File: config.mk
export PLATFORM = sky130hd
export DESIGN_NAME = spi_cmd_slave
export DESIGN_NICKNAME = d
export VERILOG_FILES = /design/src/rtl/spi_cmd_slave.sv
export SDC_FILE = /design/constraint.sdc
export NUM_CORES = 1
export LEC_CHECK = 0
export ABC_AREA = 1
export BUFFER_PORTS_ARGS = -buffer_cell sky130_fd_sc_hd__buf_2
export CAP_MARGIN = 20
export CORE_UTILIZATION = 25
export CTS_CLUSTER_DIAMETER = 30
export CTS_CLUSTER_SIZE = 24
export DETAILED_ROUTE_END_ITERATION = 8
export PLACE_DENSITY_LB_ADDON = 0.15
export SKIP_LAST_GASP = 1
export SLEW_MARGIN = 20
export SYNTH_ARGS = -nofsm -noshare
export SYNTH_HDL_FRONTEND = slang
export SYNTH_SLANG_ARGS = --single-unit
File: constraint.sdc
create_clock -name clk -period 4 [get_ports clk]
set_input_delay 0.8 -clock clk [delete_from_list [all_inputs] [get_ports clk]]
set_output_delay 0.8 -clock clk [all_outputs]
set_load 0.02 [all_outputs]
File: src/rtl/spi_cmd_slave.sv
// spi_cmd_slave: SPI-slave command engine driving the SB_SPI hard-IP system bus.
// It configures the IP, waits for a sync byte, then handles fixed-length command
// frames and returns one reply byte for each received byte.
// Optional feature: define SPI_CMD_TIMEOUT_EN to abort partial frames after an
// inter-byte gap of TIMEOUT_CYCLES clocks.
module spi_cmd_slave #(
  parameter int unsigned CMD_LEN        = 8,
  parameter int unsigned VEC_DEPTH      = 16,
  parameter int unsigned NUM_LEDS       = 3,
  parameter bit          LSB_FIRST      = 1'b1,
  parameter logic [7:0]  SYNC_BYTE      = 8'h11,
  parameter logic [7:0]  REPLY_HDR      = 8'h40,
  parameter int unsigned TIMEOUT_CYCLES = 65535
) (
  input  logic                clk,
  input  logic                reset,
  output logic                sb_stb,
  output logic                sb_rw,
  output logic [7:0]          sb_adr,
  output logic [7:0]          sb_wdata,
  input  logic [7:0]          sb_rdata,
  input  logic                sb_ack,
  output logic [NUM_LEDS-1:0] led,
  output logic                synced,
  output logic                frame_done,
  output logic [7:0]          err_count
);

  localparam int unsigned PW = $clog2(CMD_LEN);
  localparam int unsigned AW = $clog2(VEC_DEPTH);

  localparam logic [7:0] ADR_SPICR0  = 8'h08;
  localparam logic [7:0] ADR_SPICR1  = 8'h09;
  localparam logic [7:0] ADR_SPICR2  = 8'h0A;
  localparam logic [7:0] ADR_SPIBR   = 8'h0B;
  localparam logic [7:0] ADR_SPISR   = 8'h0C;
  localparam logic [7:0] ADR_SPITXDR = 8'h0D;
  localparam logic [7:0] ADR_SPIRXDR = 8'h0E;
  localparam logic [7:0] ADR_SPICSR  = 8'h0F;

  localparam logic [7:0] OP_NOP       = 8'h00;
  localparam logic [7:0] OP_INIT      = 8'h01;
  localparam logic [7:0] OP_WR_INV    = 8'h02;
  localparam logic [7:0] OP_WR_LEDS   = 8'h04;
  localparam logic [7:0] OP_WR_VEC    = 8'h06;
  localparam logic [7:0] OP_RD_VEC    = 8'h07;
  localparam logic [7:0] OP_RD_STATUS = 8'h08;

  // Reject parameter values outside the supported ranges at elaboration
  if (CMD_LEN < 3 || CMD_LEN > 16 || VEC_DEPTH < 2 || VEC_DEPTH > 256 ||
      (VEC_DEPTH & (VEC_DEPTH - 1)) != 0 || NUM_LEDS < 1 || NUM_LEDS > 8 ||
      TIMEOUT_CYCLES == 0) begin : g_param_check
    $error("spi_cmd_slave: parameter out of range");
  end

  typedef enum logic [3:0] {
    CFG_CR0, CFG_CR1, CFG_CR2, CFG_BR, CFG_CSR,
    POLL_RX, POLL_TX, TX_WR, RD_RX, PROCESS
  } state_t;

  state_t state_q, state_n, bus_next;

  logic                stb_n, rw_n;
  logic [7:0]          adr_n, wdata_n;
  logic                bus_rw;
  logic [7:0]          bus_adr, bus_wdata;
  logic                rx_load;

  logic [7:0]          rx_q;
  logic [PW-1:0]       pos_q, pos_n;
  logic [7:0]          op_q, op_n, op_eff;
  logic [AW-1:0]       addr_q, addr_n;
  logic [NUM_LEDS-1:0] led_pend_q, led_pend_n, led_n;
  logic [7:0]          reply_q, reply_n;
  logic                synced_n, done_n;
  logic [7:0]          err_n;
  logic                proc;
  logic                timeout_c;

  logic [7:0]          vec [VEC_DEPTH];
  logic                vec_we;
  logic [AW-1:0]       rd_base, rd_idx, wr_idx;

  assign proc    = (state_q == PROCESS);
  assign op_eff  = (pos_q == '0) ? rx_q : op_q;
  assign rd_base = (pos_q == PW'(1)) ? rx_q[AW-1:0] : addr_q;
  assign rd_idx  = rd_base + AW'(pos_q - PW'(1));
  assign wr_idx  = addr_q + AW'(pos_q - PW'(2));

  // Bus access descriptor for the current state and the state that follows its ack
  always_comb begin
    bus_rw    = 1'b0;
    bus_adr   = ADR_SPISR;
    bus_wdata = 8'h00;
    bus_next  = state_q;
    case (state_q)
      CFG_CR0: begin bus_rw = 1'b1; bus_adr = ADR_SPICR0; bus_next = CFG_CR1; end
      CFG_CR1: begin bus_rw = 1'b1; bus_adr = ADR_SPICR1; bus_wdata = 8'h80; bus_next = CFG_CR2; end
      CFG_CR2: begin bus_rw = 1'b1; bus_adr = ADR_SPICR2; bus_wdata = {7'b0, LSB_FIRST}; bus_next = CFG_BR; end
      CFG_BR:  begin bus_rw = 1'b1; bus_adr = ADR_SPIBR; bus_next = CFG_CSR; end
      CFG_CSR: begin bus_rw = 1'b1; bus_adr = ADR_SPICSR; bus_next = POLL_RX; end
      POLL_RX: if (sb_rdata[3]) bus_next = synced ? POLL_TX : RD_RX;
      POLL_TX: if (sb_rdata[4]) bus_next = TX_WR;
      TX_WR:   begin bus_rw = 1'b1; bus_adr = ADR_SPITXDR; bus_wdata = reply_q; bus_next = RD_RX; end
      RD_RX:   begin bus_adr = ADR_SPIRXDR; bus_next = PROCESS; end
      default: ;
    endcase
  end

  // Next state and bus strobe: raise stb from idle, hold until ack, then drop for a cycle
  always_comb begin
    state_n = state_q;
    stb_n   = sb_stb;
    rw_n    = sb_rw;
    adr_n   = sb_adr;
    wdata_n = sb_wdata;
    rx_load = 1'b0;
    if (proc) begin
      state_n = POLL_RX;
    end else if (!sb_stb) begin
      stb_n   = 1'b1;
      rw_n    = bus_rw;
      adr_n   = bus_adr;
      wdata_n = bus_wdata;
    end else if (sb_ack) begin
      stb_n   = 1'b0;
      state_n = bus_next;
      rx_load = (state_q == RD_RX);
    end
  end

  // Byte processing: sync detection, opcode decode, reply for the next position, frame end
  always_comb begin
    pos_n      = pos_q;
    op_n       = op_q;
    addr_n     = addr_q;
    led_pend_n = led_pend_q;
    reply_n    = reply_q;
    led_n      = led;
    synced_n   = synced;
    err_n      = err_count;
    done_n     = 1'b0;
    vec_we     = 1'b0;
    if (proc) begin
      if (!synced) begin
        if (rx_q == SYNC_BYTE) begin
          synced_n = 1'b1;
          pos_n    = '0;
          reply_n  = REPLY_HDR;
        end
      end else begin
        if (pos_q == '0) op_n = rx_q;
        if (pos_q == PW'(1)) begin
          addr_n     = rx_q[AW-1:0];
          led_pend_n = rx_q[NUM_LEDS-1:0];
        end
        case (op_eff)
          OP_NOP, OP_INIT: reply_n = 8'h00;
          OP_WR_INV:       reply_n = (pos_q == '0) ? rx_q : ~rx_q;
          OP_WR_LEDS:      reply_n = rx_q;
          OP_WR_VEC: begin
            reply_n = rx_q;
            vec_we  = (pos_q >= PW'(2));
          end
          OP_RD_VEC:       reply_n = (pos_q == '0) ? rx_q : vec[rd_idx];
          OP_RD_STATUS: begin
            case (pos_q)
              PW'(0):  reply_n = err_count;
              PW'(1):  reply_n = {synced, 7'b0};
              PW'(2):  reply_n = 8'(led);
              default: reply_n = 8'h00;
            endcase
          end
          default: begin
            reply_n = 8'h00;
            if (pos_q == '0 && err_count != 8'hFF) err_n = err_count + 8'd1;
          end
        endcase
        if (pos_q == PW'(CMD_LEN - 1)) begin
          pos_n   = '0;
          done_n  = 1'b1;
          reply_n = REPLY_HDR;
          if (op_q == OP_WR_LEDS) led_n = led_pend_q;
          if (op_q == OP_INIT) synced_n = 1'b0;
        end else begin
          pos_n = pos_q + PW'(1);
        end
      end
    end else if (timeout_c) begin
      // Abandon the partial frame; clearing the opcode drops any pending LED commit
      pos_n   = '0;
      op_n    = OP_NOP;
      reply_n = REPLY_HDR;
      if (err_count != 8'hFF) err_n = err_count + 8'd1;
    end
  end

`ifdef SPI_CMD_TIMEOUT_EN
  localparam int unsigned TW = $clog2(TIMEOUT_CYCLES + 1);
  logic [TW-1:0] gap_q;

  // Inter-byte gap counter inside a partial frame; each received byte restarts it
  always_ff @(posedge clk) begin
    if (reset || proc || !synced || pos_q == '0 || timeout_c) gap_q <= '0;
    else                                                      gap_q <= gap_q + TW'(1);
  end

  assign timeout_c = synced && (pos_q != '0) && !proc && (gap_q == TW'(TIMEOUT_CYCLES));
`else
  assign timeout_c = 1'b0;
`endif

  // State, bus outputs and datapath registers
  always_ff @(posedge clk) begin
    if (reset) begin
      state_q    <= CFG_CR0;
      sb_stb     <= 1'b0;
      sb_rw      <= 1'b0;
      sb_adr     <= 8'h00;
      sb_wdata   <= 8'h00;
      rx_q       <= 8'h00;
      pos_q      <= '0;
      op_q       <= OP_NOP;
      addr_q     <= '0;
      led_pend_q <= '0;
      reply_q    <= REPLY_HDR;
      led        <= '0;
      synced     <= 1'b0;
      frame_done <= 1'b0;
      err_count  <= 8'h00;
    end else begin
      state_q    <= state_n;
      sb_stb     <= stb_n;
      sb_rw      <= rw_n;
      sb_adr     <= adr_n;
      sb_wdata   <= wdata_n;
      if (rx_load) rx_q <= sb_rdata;
      pos_q      <= pos_n;
      op_q       <= op_n;
      addr_q     <= addr_n;
      led_pend_q <= led_pend_n;
      reply_q    <= reply_n;
      led        <= led_n;
      synced     <= synced_n;
      frame_done <= done_n;
      err_count  <= err_n;
    end
  end

  // Vector memory write port; contents survive reset
  always_ff @(posedge clk) begin
    if (!reset && vec_we) vec[wr_idx] <= rx_q;
  end

endmodule

### Word-level counts from Yosys, hierarchy flattened

Memories as Yosys holds them, arrays and structs flattened.
Cells that the tools add are included.

| word-level totals | value |
|---|---|
| register bits after elaboration | 69 |
| latch bits | 0 |
| RAM bits | 128 |
| memory bits (read-only) | 0 |
| input port bits | 11 |
| output and inout bits | 31 |
| word-level logic and storage cells | 116 |
| memories | 1 |

Memory list:

| memory | words | bits a word | rd ports | clocked after memory_dff | wr ports | RTL line | source |
|---|---|---|---|---|---|---|---|
| vec | 16 | 8 | 1 | 0 | 1 | 80 | `logic [7:0] vec [VEC_DEPTH];` |

| operators by class | value |
|---|---|
| add/subtract/negate cells | 6 |
| multiply operators | 0 |
| divide/modulo/power cells | 0 |
| $lt $le $gt $ge | 1 |
| equal/unequal tests | 26 |
| shifts and indexed selects | 0 |
| mux-type cells | 37 |
| bitwise logic cells | 5 |
| reduce and logical (&&, ||, !) cells | 24 |

Operators with widths:

| operator | count |
|---|---|
| 8-bit two-way mux | 6 |
| 8-bit case mux with 3 select lines | 2 |
| 4-bit case mux with 9 select lines | 1 |
| 8-bit by 3-bit equality test with 1-bit output (second input constant) | 4 |
| 8-bit case mux with 4 select lines | 1 |
| 3-bit case mux with 7 select lines | 1 |
| 3-bit two-way mux | 6 |
| 4-bit by 3-bit equality test with 1-bit output (second input constant) | 4 |
| 8-bit by 1-bit equality test with 1-bit output (second input constant) | 2 |
| 1-bit two-way mux | 16 |
| 4-bit two-way mux | 4 |
| 5-bit AND reduction | 2 |
| 10-bit nonzero test | 1 |
| 9-bit nonzero test | 1 |
| 4-bit adder | 2 |
| 8-bit by 1-bit adder with 8-bit output (second input constant) | 1 |
| 4-bit by 2-bit equality test with 1-bit output (second input constant) | 2 |
| 4-bit equality test (second input constant) | 2 |
| 8-bit by 2-bit equality test with 1-bit output (second input constant) | 1 |
| 8-bit by 4-bit equality test with 1-bit output (second input constant) | 1 |
| 8-bit by 5-bit equality test with 1-bit output (second input constant) | 1 |
| 8-bit logical NOT | 1 |
| 8-bit inequality test (second input constant) | 1 |
| 8-bit NOT | 1 |
| 23 further kinds | 35 |

### Logic depth before layout (Yosys ltp)

Gate-level depths: netlist of the first run.

| depth | value |
|---|---|
| depth after elaboration | 9 |
| gate-level depth with buffers | 25 |

### Least setup slack after synthesis of the first run

Ideal clock, no wire load.

| timing | value |
|---|---|
| path type | register to register |
| from | register pos_q[1] |
| to | register reply_q[6] |
| setup time | 113 ps |
| data arrival time | 2953 ps |
| required time | 3887 ps |
| setup slack | 935 ps |
| stages on the path, launching flop included | 22 |
| path buffers | 2 |
| clock period less this slack | 3065 ps |
| cells stage by stage | dfxtp_1 > inv_1 > ha_1 > nand2_1 > o21ai_0 > ha_1 > inv_1 > ha_1 > inv_1 > fa_1 > clkbuf_1 > inv_1 > clkbuf_1 > o211ai_1 > nand3_1 > nand2_1 > nand2_1 > nand2_1 > nand2_1 > nand3_1 > nand2_1 > nand2_1 |

| between the ends | value |
|---|---|
| word-level cells in the longest chain between the ends | 8 |
| elaborated cells on any way between the ends | 21 |
| classes of those cells | add/sub (2); eq/ne (8); mux (8); reduce/logical (2); memory (1) |

RTL lines:

| what | RTL line | source |
|---|---|---|
| from (decl) | 70 | `logic [PW-1:0] pos_q, pos_n;` |
| from (signal assigned) | 238 | `pos_q <= pos_n;` |
| parallel branches: the longest is 6 deep, another holds memory 16 x 8 bit | n/a |  |
| 8-bit two-way mux (*) | 179 | `if (pos_q == PW'(CMD_LEN - 1)) begin` |
| 8-bit two-way mux (*) | 145 | `if (!synced) begin` |
| to (signal assigned) | 242 | `reply_q <= reply_n;` |
| to (decl) | 74 | `logic [7:0] reply_q, reply_n;` |

Every way passes the cells marked *.
A chain may end at the register's enable or synchronous reset.

### Worst setup path after layout of the first run

| timing | value |
|---|---|
| from | register pos_q[0] |
| to | memory vec[2][0], enable pin |

| between the ends | value |
|---|---|
| word-level cells in the longest chain between the ends | 9 |
| elaborated cells on any way between the ends | 12 |
| classes of those cells | add/sub (2); order compare (1); eq/ne (1); mux (6); reduce/logical (2) |

RTL lines:

| what | RTL line | source |
|---|---|---|
| 3-bit logical NOT | 85 | `assign op_eff = (pos_q == '0) ? rx_q : op_q;` |
| 8-bit two-way mux | n/a |  |
| 8-bit by 3-bit equality test with 1-bit output | 157 | `case (op_eff)` |
| 1-bit two-way mux | 157 |  |
| 1-bit two-way mux | 145 |  |
| 1-bit two-way mux | 144 | `if (proc) begin` |
| 1-bit logical AND | 252 | `if (!reset && vec_we) vec[wr_idx] <= rx_q;` |
| 1-bit two-way mux | 252 |  |
| 1-bit two-way mux (implied by the code) | 252 |  |
| to (decl) | 80 |  |

Several ways; a longest one is shown, not always the timed one.

==> results of run 1 <==
-- sequential cells by signal, indices dropped and copies added (netlist names), 3 cells and up --
| register | flops |
|---|---|
| vec | 128 |
| rx_q | 8 |
| state_q | 4 |
| led | 3 |
| reply_q | 8 |
| sb_wdata | 8 |
| op_q | 8 |
| addr_q | 4 |
| sb_adr | 4 |
| pos_q | 3 |
| led_pend_q | 3 |
| err_count | 8 |
-- how the worst max path moves through the flow --
stage                               start  cells past startpoint  slack, ns                 endpoint
floorplan           pos_q[1]$_SDFFE_PP0P_                     21       0.93  reply_q[6]$_SDFFE_PP1P_
global route        pos_q[0]$_SDFFE_PP0P_                     11       0.02      vec[2][4]$_DFFE_PP_
finish              pos_q[0]$_SDFFE_PP0P_                     11       0.30      vec[2][0]$_DFFE_PP_
CTS                 pos_q[0]$_SDFFE_PP0P_                     11       0.28      vec[2][4]$_DFFE_PP_
detailed placement  pos_q[0]$_SDFFE_PP0P_                     11       0.31      vec[2][0]$_DFFE_PP_
global placement    pos_q[0]$_SDFFE_PP0P_                     11       0.26      vec[2][0]$_DFFE_PP_
-- Yosys cell counts, drive strengths merged --
library cell	number
a211oi	1
buf	16
nor3	8
nor2	64
edfxtp	128
a21oi	55
a221oi	1
o41ai	1
fa	2
xnor2	4
nand4	15
nand3	133
a32o	2
nor4	2
dfxtp	65
o31ai	2
o21ai	40
xor2	4
ha	14
clkinv	2
conb	1
nor4b	1
inv	81
o22ai	2
nand2	333
a31oi	4
o211ai	1
nand3b	5
clkbuf	29
-- power by group through the flow --
stage          clock network (mW)  registers [mW]  logic, mW
2_1_floorplan                   0            2.16     0.0408
3_3_place_gp                    0            2.16     0.0721
3_5_place_dp                    0            2.16     0.0719
4_1_cts                      1.84            2.11     0.0721
5_1_grt                      1.90            2.11     0.0789
6_report                     1.79            2.11     0.0709
-- worst register-to-register path: cells and delay by family (launching register included) --
family | cells | cell delay [ns]
adders and majority gates | 1 | 0.34
buffers and inverters | 2 | 0.24
DFF | 1 | 0.35
and+or+nand+nor | 8 | 2.40
-- routing by layer --
metal	track usage	wire, microns	vias up
met5	0	0	-
met4	0.0482	531	0
met3	0.0285	1150	26
met2	0.254	12900	153
met1	0.226	13900	3329
li1	-	-	3500
-- metrics by stage --
step	area, sq um	hold slack, ns
after floorplan	8950	0.424
after global placement	9750	0.448
after detailed placement	9750	0.449
after CTS	10400	0.467
after global routing	10400	0.486
final	10400	0.459
-- final cells by class --
type | count | area (sq um)
timing repair buffer | 69 | 438
clock buffer | 17 | 425
multi-input combinational | 698 | 3290
tap | 455 | 569
clock inverter | 15 | 175
inverter | 83 | 312
sequential | 193 | 5140
fill | 3777 | 24500
-- logic make-up (layout without fill, tap and decap cells) --
group                      Yosys count  count (layout)  share of synthesized area
and+or+nand+nor                    561             561                      0.269
DFF                                193             193                      0.575
buffers and inverters              128             184                     0.0583
AOI/OAI and AO/OA                  109             109                     0.0649
adders and majority gates           16              16                     0.0241
xor gates and xnor gates             8               8                    0.00783
other                                1               4                   0.000419
==> parameters.txt, run 1 <==
Parameter                              Value

Power
  Power dissipated by switching net loads ... 0.901 mW
  Power Density ... 383 mW/mm^2
  Final Total Pwr ... 3.97 mW
  Static leakage ... 4.08 nW
  Combinational share of power ... 0.018
  Sequential Power Share ... 0.532
  Max IR drop VDD ... 0.000289 V
  Switching portion of total power ... 0.227
  Portion of total power attributed to the clock network ... 0.451
  Total internal power ... 3.07 mW

Clocking
  Insertion delay of the later-clocked pin in the worst-skew pair ... 0.45 ns
  Number of CTS-inserted buffers ... 17
  Clock slew at reported path FFs ... 0.07 ns
  CTS Buffer Depth ... 2
  Master cell of the clock root buffer ... sky130_fd_sc_hd__clkbuf_16
  Clock sinks ... 193
  Resized Gates After CTS ... 0
  H-tree depth ... 4
  Clock tree from TritonCTS ... done
  Hold-fix buffers at CTS ... 0
  Post CTS Setup Buffer Count ... 0

STA
  Slew @ Worst Pin ... 1.12 ns
  RSZ-0062 raised after global routing ... no
  Fmax achieved ... 270 MHz
  Period minus WS final ... 3.70 ns
  Max-slew violation count ... 0
  Setup TNS Final ... 0 ns
  Worst-case clock skew ... 0.0138 ns
  Hold violation total from the final report ... 0
  Ratio of final minimum period to clock period ... 0.925
  Max-slew headroom at the worst pin ... 0.249
  Min setup slack post-route ... 0.301 ns
  Count of endpoints failing setup in the final report ... 0

Global route
  Via count of the first global-routing pass ... 6874
  GRT Util Overall ... 0.162
  Antenna violations before repair ... 0
  Global-route wire length before repair ... 43700 microns
  Total congestion overflow after global routing ... 0
  Pin count of the biggest net entering global routing ... 65

Route
  Number of vias per cell ... 4.58
  Number of DRC violations after detailed routing ... 0
  DR WL/cell ... 18.6 microns
  Detail Route Antenna Nets ... 0
  Starting DRT DRC Count ... 449
  Final wirelength ... 28500 microns
  Vias ... 7008
  Detailed-router iteration count before antenna repair ... 5

Synthesis
  Number of warnings printed during yosys synthesis ... 0
  Top cell type's share of synthesized area ... 0.430
  Combined area of all synthesized cells ... 0.00894 sq mm
  Number of unique standard cell types used by synthesis ... 37
  Synthesized area per cell ... 8.80 sq um
  Synthesized instance count ... 1016
  Flip-flop and latch count after synthesis ... 193
  Seq/Total Area, Yosys ... 0.575
  Area leader, netlist ... sky130_fd_sc_hd__edfxtp_1
  Top area cells in the synthesized netlist ... sky130_fd_sc_hd__edfxtp_1 (43%), sky130_fd_sc_hd__dfxtp_1 (15%), sky130_fd_sc_hd__nand2_1 (14%), sky130_fd_sc_hd__nand3_1 (7.4%), sky130_fd_sc_hd__inv_1 (3.2%)

Placed design
  Half-perimeter wire length after detailed placement ... 19300 microns
  Last weighted congestion value of the routability-driven placer ... 0.845
  Number of instances in the placed design ... 1498
  # port buffers ... 37
  Setup WS pre-CTS ... 0.306 ns

Cells and area
  Leading cell type in the layout, fill and taps excluded ... sky130_fd_sc_hd__nand2_1
  Post-layout nets ... 1089
  Final Non-Filler Cells ... 1530
  Final cell utilization of the core ... 0.297
  Most used cells in the layout excluding fill and tap cells ... sky130_fd_sc_hd__nand2_1 (326), sky130_fd_sc_hd__nand3_1 (132), sky130_fd_sc_hd__edfxtp_1 (128), sky130_fd_sc_hd__inv_1 (77), sky130_fd_sc_hd__dfxtp_1 (65)
  Layout cells sized above 1 ... 0.109
  Antenna Cells ... 0
  Synthesis-to-finish area growth ... 15.8%

Critical path
  Type of element launching the critical path ... register
  Setup crit end kind ... register
  Sequence of cells on the critical path ... inv_1 -> ha_1 -> nand2_2 -> nand2_1 -> nand2_2 -> nor2_4 -> inv_2 -> nor2_4 -> nor4b_4 -> nand3_1 -> nor2_1
  Crit path max-delay cell type ... sky130_fd_sc_hd__nor2_1
  Startpoint of the most critical register-to-register path ... pos_q[0]$_SDFFE_PP0P_
  Depth of the worst register-to-register path ... 11
  Worst-path maximum fanout ... 26
  FF-to-FF setup slack ... 0.30 ns
  Worst stage delay on the critical path ... 0.62 ns
  Number of buffer and inverter instances along the worst setup path ... 2
  Endpoint required time on the critical path ... 4.08 ns
  Arrival time worst endpoint ... 3.78 ns
  Reg-to-Reg End ... vec[2][0]$_DFFE_PP_
  CP Class ... reg -> reg
  Cell class contributing the biggest share of worst-path delay ... simple AND/OR/NAND/NOR gates

Floorplanning
  I/O pin cnt ... 42
  Row count ... 68
  Floorplan core area ... 0.0349 sq mm
  Die area ... 0.0365 sq mm
  Chip Width ... 191 microns
  Initial Util ... 0.256
  Die boundary height ... 191 microns

Hold path
  Critical hold path startpoint ... led_pend_q[2]$_SDFFE_PP0P_
  Hold Path Class ... reg -> reg
  Number of stages on the worst hold path ... 2
  Worst Hold Path EP ... led[2]$_SDFFE_PP0P_

Run status
  Result of the run ... completed

Job
  Number of maximum-capacitance constraint violations ... 0
(Power assumes the default switching activity.)
==> run 2: changes to the inputs <==
--- a/config.mk
+++ b/config.mk
@@ -8,7 +8,7 @@
 export ABC_AREA = 1
 export BUFFER_PORTS_ARGS = -buffer_cell sky130_fd_sc_hd__buf_2
 export CAP_MARGIN = 20
-export CORE_UTILIZATION = 25
+export CORE_UTILIZATION = 35
 export CTS_CLUSTER_DIAMETER = 30
 export CTS_CLUSTER_SIZE = 24
 export DETAILED_ROUTE_END_ITERATION = 8
==> parameters.txt, run 2 (synthesis gave the netlist of run 1 again) <==
Parameter                              Value

Run status
  Result of the run ... completed (unchanged)

Clocking
  H-tree depth ... 4 (unchanged)
  Resized Gates After CTS ... 0 (unchanged)
  Master cell of the clock root buffer ... sky130_fd_sc_hd__clkbuf_16 (unchanged)
  Post CTS Setup Buffer Count ... 0 (unchanged)
  Insertion delay of the later-clocked pin in the worst-skew pair ... 0.44 ns (was 0.45 ns)
  Number of CTS-inserted buffers ... 17 (unchanged)
  Clock slew at reported path FFs ... 0.08 ns (was 0.07 ns)
  Hold-fix buffers at CTS ... 0 (unchanged)
  CTS Buffer Depth ... 2 (unchanged)
  Clock sinks ... 193 (unchanged)
  Clock tree from TritonCTS ... done (unchanged)

Global route
  Global-route wire length before repair ... 38600 microns (was 43700 microns)
  Pin count of the biggest net entering global routing ... 65 (unchanged)
  Via count of the first global-routing pass ... 6722 (was 6874)
  Antenna violations before repair ... 0 (unchanged)
  GRT Util Overall ... 0.196 (was 0.162)
  Total congestion overflow after global routing ... 0 (unchanged)

STA
  Period minus WS final ... 3.48 ns (was 3.70 ns)
  Slew @ Worst Pin ... 1.08 ns (was 1.12 ns)
  Ratio of final minimum period to clock period ... 0.870 (was 0.925)
  RSZ-0062 raised after global routing ... no (unchanged)
  Setup TNS Final ... 0 ns (unchanged)
  Count of endpoints failing setup in the final report ... 0 (unchanged)
  Max-slew headroom at the worst pin ... 0.278 (was 0.249)
  Hold violation total from the final report ... 0 (unchanged)
  Worst-case clock skew ... 0.0178 ns (was 0.0138 ns)
  Max-slew violation count ... 0 (unchanged)
  Fmax achieved ... 287 MHz (was 270 MHz)

Cells and area
  Antenna Cells ... 0 (unchanged)
  Final std cell area, no fill ... 0.0102 sq mm (was 0.0104 sq mm)
  Register with the most flip-flops ... vec (unchanged)
  Post-layout nets ... 1088 (was 1089)
  Most used cells in the layout excluding fill and tap cells ... sky130_fd_sc_hd__nand2_1 (326), sky130_fd_sc_hd__nand3_1 (132), sky130_fd_sc_hd__edfxtp_1 (128), sky130_fd_sc_hd__inv_1 (77), sky130_fd_sc_hd__dfxtp_1 (65) (unchanged)
  Leading cell type in the layout, fill and taps excluded ... sky130_fd_sc_hd__nand2_1 (unchanged)
  Synthesis-to-finish area growth ... 14.0% (was 15.8%)
  Layout cells sized above 1 ... 0.108 (was 0.109)
  Final cell utilization of the core ... 0.406 (was 0.297)
  Number of flip-flops under the largest register name ... 128 (unchanged)
  Number of filler cells placed in the layout ... 2564 (was 3777)

Power
  Power Density ... 384 mW/mm^2 (was 383 mW/mm^2)
  Max IR drop VDD ... 0.000216 V (was 0.000289 V)
  Static leakage ... 4.08 nW (about the same)

Critical path
  CP Class ... reg -> reg (unchanged)
  Endpoint required time on the critical path ... 4.06 ns (was 4.08 ns)
  Setup crit start ... pos_q[1]$_SDFFE_PP0P_ (was pos_q[0]$_SDFFE_PP0P_)
  Type of element launching the critical path ... register (unchanged)
  Depth of the worst register-to-register path ... 11 (unchanged)
  Crit path max-delay cell type ... sky130_fd_sc_hd__nor2_1 (unchanged)
  Setup crit end kind ... register (unchanged)
  Worst-path maximum fanout ... 26 (unchanged)
  Startpoint of the most critical register-to-register path ... pos_q[1]$_SDFFE_PP0P_ (was pos_q[0]$_SDFFE_PP0P_)
  Worst stage delay on the critical path ... 0.59 ns (was 0.62 ns)
  FF-to-FF setup slack ... 0.52 ns (was 0.30 ns)
  Sequence of cells on the critical path ... inv_1 -> ha_1 -> nand2_2 -> nand2_1 -> nand2_2 -> nor2_4 -> inv_2 -> nor2_4 -> nor4b_4 -> nand3_1 -> nor2_1 (unchanged)
  Arrival time worst endpoint ... 3.54 ns (was 3.78 ns)

Hold path
  Critical hold path startpoint ... sb_adr[1]$_SDFFE_PP0P_ (was led_pend_q[2]$_SDFFE_PP0P_)
  Number of stages on the worst hold path ... 2 (unchanged)
  Hold Path Class ... reg -> reg (unchanged)

Floorplanning
  Die boundary height ... 162 microns (was 191 microns)
  Initial Util ... 0.356 (was 0.256)
  Floorplan core area ... 0.0251 sq mm (was 0.0349 sq mm)
  I/O pin cnt ... 42 (unchanged)
  Chip Width ... 162 microns (was 191 microns)
  Row count ... 58 (was 68)
  Die area ... 0.0262 sq mm (was 0.0365 sq mm)

Route
  Number of DRC violations after detailed routing ... 0 (unchanged)
  Vias ... 7033 (was 7008)
  Final wirelength ... 24500 microns (was 28500 microns)
  Number of vias per cell ... 5.01 (was 4.58)
  Detailed-router iteration count before antenna repair ... 5 (unchanged)
  DR WL/cell ... 17.5 microns (was 18.6 microns)
  Detail Route Antenna Nets ... 0 (unchanged)
  Starting DRT DRC Count ... 532 (was 449)

Placed design
  Cell area after placement ... 0.00959 sq mm (was 0.00975 sq mm)
  Last weighted congestion value of the routability-driven placer ... 0.902 (was 0.845)
  # port buffers ... 37 (unchanged)
  Half-perimeter wire length after detailed placement ... 16500 microns (was 19300 microns)

Job
  Number of maximum-capacitance constraint violations ... 0 (unchanged)
-- run 2: changes by cell type in the layout (fill, tap and decap cells not counted) --
| cell | before | now |
|---|---|---|
| sky130_fd_sc_hd__inv_8 | 4 | 1 |
| sky130_fd_sc_hd__clkinvlp_4 | 2 | 1 |
| sky130_fd_sc_hd__buf_4 | 31 | 30 |
| sky130_fd_sc_hd__inv_6 | 2 | 5 |
| sky130_fd_sc_hd__clkinv_8 | 1 | 2 |
-- run 2: path summary, 6_finish.rpt --
| check | end |
|---|---|
| worst max-delay path | vec[6][3]$_DFFE_PP_ |
| worst min-delay path | sb_adr[1]$_SDFFE_PP0P_ |
| worst max register to register | vec[6][3]$_DFFE_PP_ |
| worst min register to register | sb_adr[1]$_SDFFE_PP0P_ |
-- run 2: layout make-up --
| class | instances | area, sq um | area share |
|---|---|---|---|
| tap | 330 | 413 | 0.0405 |
| multi-input combinational | 698 | 3290 | 0.323 |
| sequential | 193 | 5140 | 0.505 |
| clock inverter | 15 | 176 | 0.0173 |
| clock buffer | 17 | 425 | 0.0417 |
| timing repair buffer | 68 | 430 | 0.0422 |
| inverter | 83 | 312 | 0.0306 |
-- run 2: worst max-delay path: cells and delay by family, from the launching register on --
kind | cells | cell delay, ns
AND/OR/NAND/NOR | 8 | 2.20
flip-flops | 1 | 0.35
adder cells (fa/ha/maj) | 1 | 0.33
buffers and inverters | 2 | 0.21
-- run 2: metrics by stage --
step / worst slack [ns] / total power [mW] / std cells / hold slack [ns]
final: 0.520 / 3.91 / 1404 / 0.465
after global routing: 0.270 / 4.03 / 1404 / 0.484
after global placement: 0.713 / 2.22 / 1372 / 0.450
after detailed placement: 0.542 / 2.22 / 1372 / 0.455
after floorplan: 0.935 / 2.20 / 1019 / 0.424
after CTS: 0.550 / 3.94 / 1404 / 0.467
-- run 2: power breakdown --
part | switching, mW | leakage [nW] | total (mW) | internal, mW
logic | 0.0482 | 2.07 | 0.0677 | 0.0195
clock network | 0.791 | 0.292 | 1.73 | 0.942
registers | 0.00588 | 1.71 | 2.11 | 2.11
total | 0.845 | 4.08 | 3.91 | 3.07
-- run 2: routing by layer --
metal / global-route usage / part of all wire
met1: 0.277 / 0.49
met3: 0.0304 / 0.040
met4: 0.0549 / 0.012
met5: 0 / 0
met2: 0.309 / 0.46
==> run 3: changes to the inputs <==
--- a/config.mk
+++ b/config.mk
@@ -5,13 +5,13 @@
 export SDC_FILE = /design/constraint.sdc
 export NUM_CORES = 1
 export LEC_CHECK = 0
-export ABC_AREA = 1
-export BUFFER_PORTS_ARGS = -buffer_cell sky130_fd_sc_hd__buf_2
+export ABC_AREA = 0
 export CAP_MARGIN = 20
 export CORE_UTILIZATION = 35
 export CTS_CLUSTER_DIAMETER = 30
 export CTS_CLUSTER_SIZE = 24
 export DETAILED_ROUTE_END_ITERATION = 8
+export DONT_BUFFER_PORTS = 1
 export PLACE_DENSITY_LB_ADDON = 0.15
 export SKIP_LAST_GASP = 1
 export SLEW_MARGIN = 20
==> parameters.txt, run 3 <==
Parameter                              Value

Run status
  Result of the run ... completed (unchanged)

Cells and area
  Final Non-Filler Cells ... 1009 (was 1404)
  Number of filler cells placed in the layout ... 2280 (was 2564)
  Layout cells sized above 1 ... 0.171 (was 0.108)
  Antenna Cells ... 0 (unchanged)
  Post-layout nets ... 699 (was 1088)
  Leading cell type in the layout, fill and taps excluded ... sky130_fd_sc_hd__edfxtp_1 (was sky130_fd_sc_hd__nand2_1)
  Most used cells in the layout excluding fill and tap cells ... sky130_fd_sc_hd__edfxtp_1 (128), sky130_fd_sc_hd__nor2_1 (77), sky130_fd_sc_hd__dfxtp_1 (65), sky130_fd_sc_hd__nand2_1 (42), sky130_fd_sc_hd__mux2i_1 (37) (was sky130_fd_sc_hd__nand2_1 (326), sky130_fd_sc_hd__nand3_1 (132), sky130_fd_sc_hd__edfxtp_1 (128), sky130_fd_sc_hd__inv_1 (77), sky130_fd_sc_hd__dfxtp_1 (65))
  Final cell utilization of the core ... 0.404 (was 0.406)
  Register with the most flip-flops ... vec (unchanged)
  Synthesis-to-finish area growth ... 13.2% (was 14.0%)
  Number of flip-flops under the largest register name ... 128 (unchanged)

Clocking
  CTS Buffer Depth ... 2 (unchanged)
  Clock slew at reported path FFs ... 0.07 ns (was 0.08 ns)
  Clock tree from TritonCTS ... done (unchanged)
  Clock sinks ... 193 (unchanged)
  Master cell of the clock root buffer ... sky130_fd_sc_hd__clkbuf_16 (unchanged)
  Resized Gates After CTS ... 0 (unchanged)
  H-tree depth ... 4 (unchanged)
  Number of CTS-inserted buffers ... 17 (unchanged)
  Post CTS Setup Buffer Count ... 0 (unchanged)
  Insertion delay of the later-clocked pin in the worst-skew pair ... 0.44 ns (about the same)
  Hold-fix buffers at CTS ... 0 (unchanged)

Hold path
  Hold Path Class ... in -> reg (was reg -> reg)
  Number of stages on the worst hold path ... 1 (was 2)
  Critical hold path startpoint ... reset (was sb_adr[1]$_SDFFE_PP0P_)
  Worst Hold Path EP ... err_count[1]$_SDFFE_PP0P_ (was sb_adr[1]$_SDFFE_PP0P_)

Critical path
  Cell class contributing the biggest share of worst-path delay ... adder cells (was simple AND/OR/NAND/NOR gates)
  CP Class ... reg -> reg (unchanged)
  Endpoint required time on the critical path ... 4.31 ns (was 4.06 ns)
  Crit path max-delay cell type ... sky130_fd_sc_hd__fa_2 (was sky130_fd_sc_hd__nor2_1)
  Number of buffer and inverter instances along the worst setup path ... 4 (was 2)
  Worst-path maximum fanout ... 16 (was 26)
  Sequence of cells on the critical path ... inv_1 -> ha_1 -> nand2b_1 -> mux2i_1 -> ha_1 -> inv_1 -> ha_1 -> inv_1 -> fa_2 -> buf_6 -> mux4_2 -> mux4_2 -> a21oi_1 -> o211ai_1 (was inv_1 -> ha_1 -> nand2_2 -> nand2_1 -> nand2_2 -> nor2_4 -> inv_2 -> nor2_4 -> nor4b_4 -> nand3_1 -> nor2_1)
  Reg-to-Reg End ... reply_q[0]$_SDFFE_PP0P_ (was vec[6][3]$_DFFE_PP_)
  Startpoint of the most critical register-to-register path ... pos_q[1]$_SDFFE_PP0P_ (unchanged)
  Arrival time worst endpoint ... 3.96 ns (was 3.54 ns)
  FF-to-FF setup slack ... 0.35 ns (was 0.52 ns)
  Type of element launching the critical path ... register (unchanged)
  Depth of the worst register-to-register path ... 14 (was 11)
  Setup crit end kind ... register (unchanged)
  Worst stage delay on the critical path ... 0.65 ns (was 0.59 ns)

STA
  Slew @ Worst Pin ... 0.839 ns (was 1.08 ns)
  Ratio of final minimum period to clock period ... 0.912 (was 0.870)
  Setup TNS Final ... 0 ns (unchanged)
  Period minus WS final ... 3.65 ns (was 3.48 ns)
  Fmax achieved ... 274 MHz (was 287 MHz)
  RSZ-0062 raised after global routing ... no (unchanged)
  Max-slew headroom at the worst pin ... 0.439 (was 0.278)
  Count of endpoints failing setup in the final report ... 0 (unchanged)
  Max-slew violation count ... 0 (unchanged)
  Worst-case clock skew ... 0.0121 ns (was 0.0178 ns)
  Hold violation total from the final report ... 0 (unchanged)

Route
  Final wirelength ... 21200 microns (was 24500 microns)
  Vias ... 5391 (was 7033)
  Number of DRC violations after detailed routing ... 0 (unchanged)
  DR WL/cell ... 21.0 microns (was 17.5 microns)
  Detailed-router iteration count before antenna repair ... 5 (unchanged)
  Number of vias per cell ... 5.34 (was 5.01)
  Detail Route Antenna Nets ... 0 (unchanged)
  Starting DRT DRC Count ... 448 (was 532)

Power
  Static leakage ... 3.03 nW (was 4.08 nW)
  Power Density ... 411 mW/mm^2 (was 384 mW/mm^2)
  Max IR drop VDD ... 0.000212 V (was 0.000216 V)
  Final Total Pwr ... 4.03 mW (was 3.91 mW)

Global route
  Antenna violations before repair ... 0 (unchanged)
  Via count of the first global-routing pass ... 5377 (was 6722)
  Pin count of the biggest net entering global routing ... 63 (was 65)
  GRT Util Overall ... 0.174 (was 0.196)
  Global-route wire length before repair ... 32700 microns (was 38600 microns)
  Total congestion overflow after global routing ... 0 (unchanged)

Synthesis
  Combined area of all synthesized cells ... 0.00865 sq mm (was 0.00894 sq mm)
  Synthesized instance count ... 655 (was 1016)
  Number of unique standard cell types used by synthesis ... 70 (was 37)
  Most instantiated library cell after synthesis ... sky130_fd_sc_hd__edfxtp_1 (was sky130_fd_sc_hd__nand2_1)
  Number of flops mapped to enable cells by yosys ... 128 (unchanged)
  Flip-flop and latch count after synthesis ... 193 (unchanged)
  Post-synth top flop ... sky130_fd_sc_hd__edfxtp_1 (unchanged)
  Number of warnings printed during yosys synthesis ... 0 (unchanged)
  Most frequent cells after synthesis ... sky130_fd_sc_hd__edfxtp_1 (128), sky130_fd_sc_hd__nor2_1 (77), sky130_fd_sc_hd__dfxtp_1 (65) (was sky130_fd_sc_hd__nand2_1 (326), sky130_fd_sc_hd__nand3_1 (132), sky130_fd_sc_hd__edfxtp_1 (128))
  Seq/Total Area, Yosys ... 0.595 (was 0.575)
  Top area cells in the synthesized netlist ... sky130_fd_sc_hd__edfxtp_1 (44%), sky130_fd_sc_hd__dfxtp_1 (15%), sky130_fd_sc_hd__mux4_2 (9.1%), sky130_fd_sc_hd__mux2i_1 (4.3%), sky130_fd_sc_hd__nor2_1 (3.3%) (was sky130_fd_sc_hd__edfxtp_1 (43%), sky130_fd_sc_hd__dfxtp_1 (15%), sky130_fd_sc_hd__nand2_1 (14%), sky130_fd_sc_hd__nand3_1 (7.4%), sky130_fd_sc_hd__inv_1 (3.2%))
  Async SR Flop Fraction ... 0 (unchanged)
  Area leader, netlist ... sky130_fd_sc_hd__edfxtp_1 (unchanged)
  Top cell type's share of synthesized area ... 0.444 (was 0.430)
  Synthesized area per cell ... 13.2 sq um (was 8.80 sq um)

Floorplanning
  Initial Util ... 0.357 (was 0.356)
  Row count ... 57 (was 58)
  Chip Width ... 159 microns (was 162 microns)
  I/O pin cnt ... 42 (unchanged)
  Die area ... 0.0253 sq mm (was 0.0262 sq mm)
  Die boundary height ... 159 microns (was 162 microns)
  Floorplan core area ... 0.0242 sq mm (was 0.0251 sq mm)

Job
  Number of maximum-capacitance constraint violations ... 0 (unchanged)

Placed design
  Number of instances in the placed design ... 977 (was 1372)
  Last weighted congestion value of the routability-driven placer ... 0.834 (was 0.902)
  Half-perimeter wire length after detailed placement ... 14400 microns (was 16500 microns)
  # port buffers ... 0 (was 37)
## run 3: cell count changes after synthesis, sizes merged, moves of 7 or more
cell / change
nand2: -291
nand3: -121
inv: -64
mux2i: +39
a21oi: -35
mux4: +35
o21ai: -28
nand2b: +14
nor3: +14
nor2: +13
nand4: -12
xnor2: +7
## run 3: cell families (layout without fill, tap and decap cells)
logic type,Yosys count,after routing,synth area share
simple gates,215,215,0.127
xor+xnor,12,12,0.0143
mux,76,76,0.141
buf+inv,58,85,0.0295
fa+ha+maj,16,16,0.0249
flops,193,193,0.595
compound gates,84,84,0.0686
other cells,1,4,0.000433
## run 3: worst register-to-register path, stage by stage, from the launching register on
cell and delay (ns):
sky130_fd_sc_hd__dfxtp_1 0.40, sky130_fd_sc_hd__inv_1 0.13, sky130_fd_sc_hd__ha_1 0.22, sky130_fd_sc_hd__nand2b_1 0.13, sky130_fd_sc_hd__mux2i_1 0.22, sky130_fd_sc_hd__ha_1 0.25, sky130_fd_sc_hd__inv_1 0.06, sky130_fd_sc_hd__ha_1 0.13
sky130_fd_sc_hd__inv_1 0.05, sky130_fd_sc_hd__fa_2 0.65, sky130_fd_sc_hd__buf_6 0.23, sky130_fd_sc_hd__mux4_2 0.33, sky130_fd_sc_hd__mux4_2 0.48, sky130_fd_sc_hd__a21oi_1 0.16, sky130_fd_sc_hd__o211ai_1 0.10
## run 3: cell type report
cell class	instances	area, sq um	area share
Sequential cell	193	5140	0.525
Multi-Input combinational cell	407	3260	0.333
Clock buffer	17	425	0.0434
Tap cell	324	405	0.0414
Timing Repair Buffer	36	274	0.0280
Clock inverter	15	219	0.0223
Inverter	17	63.8	0.00651
## run 3: worst max path at each step
stage	startpoint	endpoint	depth (start not counted)
3_5_place_dp	pos_q[1]$_SDFFE_PP0P_	reply_q[0]$_SDFFE_PP0P_	12
5_1_grt	pos_q[1]$_SDFFE_PP0P_	reply_q[1]$_SDFFE_PP0P_	14
4_1_cts	pos_q[1]$_SDFFE_PP0P_	reply_q[1]$_SDFFE_PP0P_	14
6_report	pos_q[1]$_SDFFE_PP0P_	reply_q[0]$_SDFFE_PP0P_	14
3_3_place_gp	pos_q[1]$_SDFFE_PP0P_	reply_q[0]$_SDFFE_PP0P_	14
2_1_floorplan	pos_q[1]$_SDFFE_PP0P_	reply_q[2]$_SDFFE_PP0P_	15
## run 3: layer usage
metal  up-vias  global-route usage  wire [microns]
met5         -                   0               0
met4         0              0.0656             496
met3        31              0.0357            1020
met2       163               0.277           10200
met1      2685               0.235            9480
li1       2512                   -               -
## run 3: metrics by stage
step / hold slack (ns) / worst slack (ns) / area (sq um)
3_5_place_dp: 0.492 / 0.216 / 9150
3_3_place_gp: 0.487 / 0.307 / 9150
2_1_floorplan: 0.448 / 0.291 / 8660
6_report: 0.428 / 0.353 / 9800
4_1_cts: 0.408 / 0.197 / 9790
5_1_grt: 0.411 / 0.0696 / 9800
## run 3: power breakdown
part | switching (mW) | internal, mW | leakage (nW)
clock | 0.790 | 1.07 | 0.315
sequential | 0.0227 | 2.11 | 1.41
combinational | 0.0259 | 0.0169 | 1.31
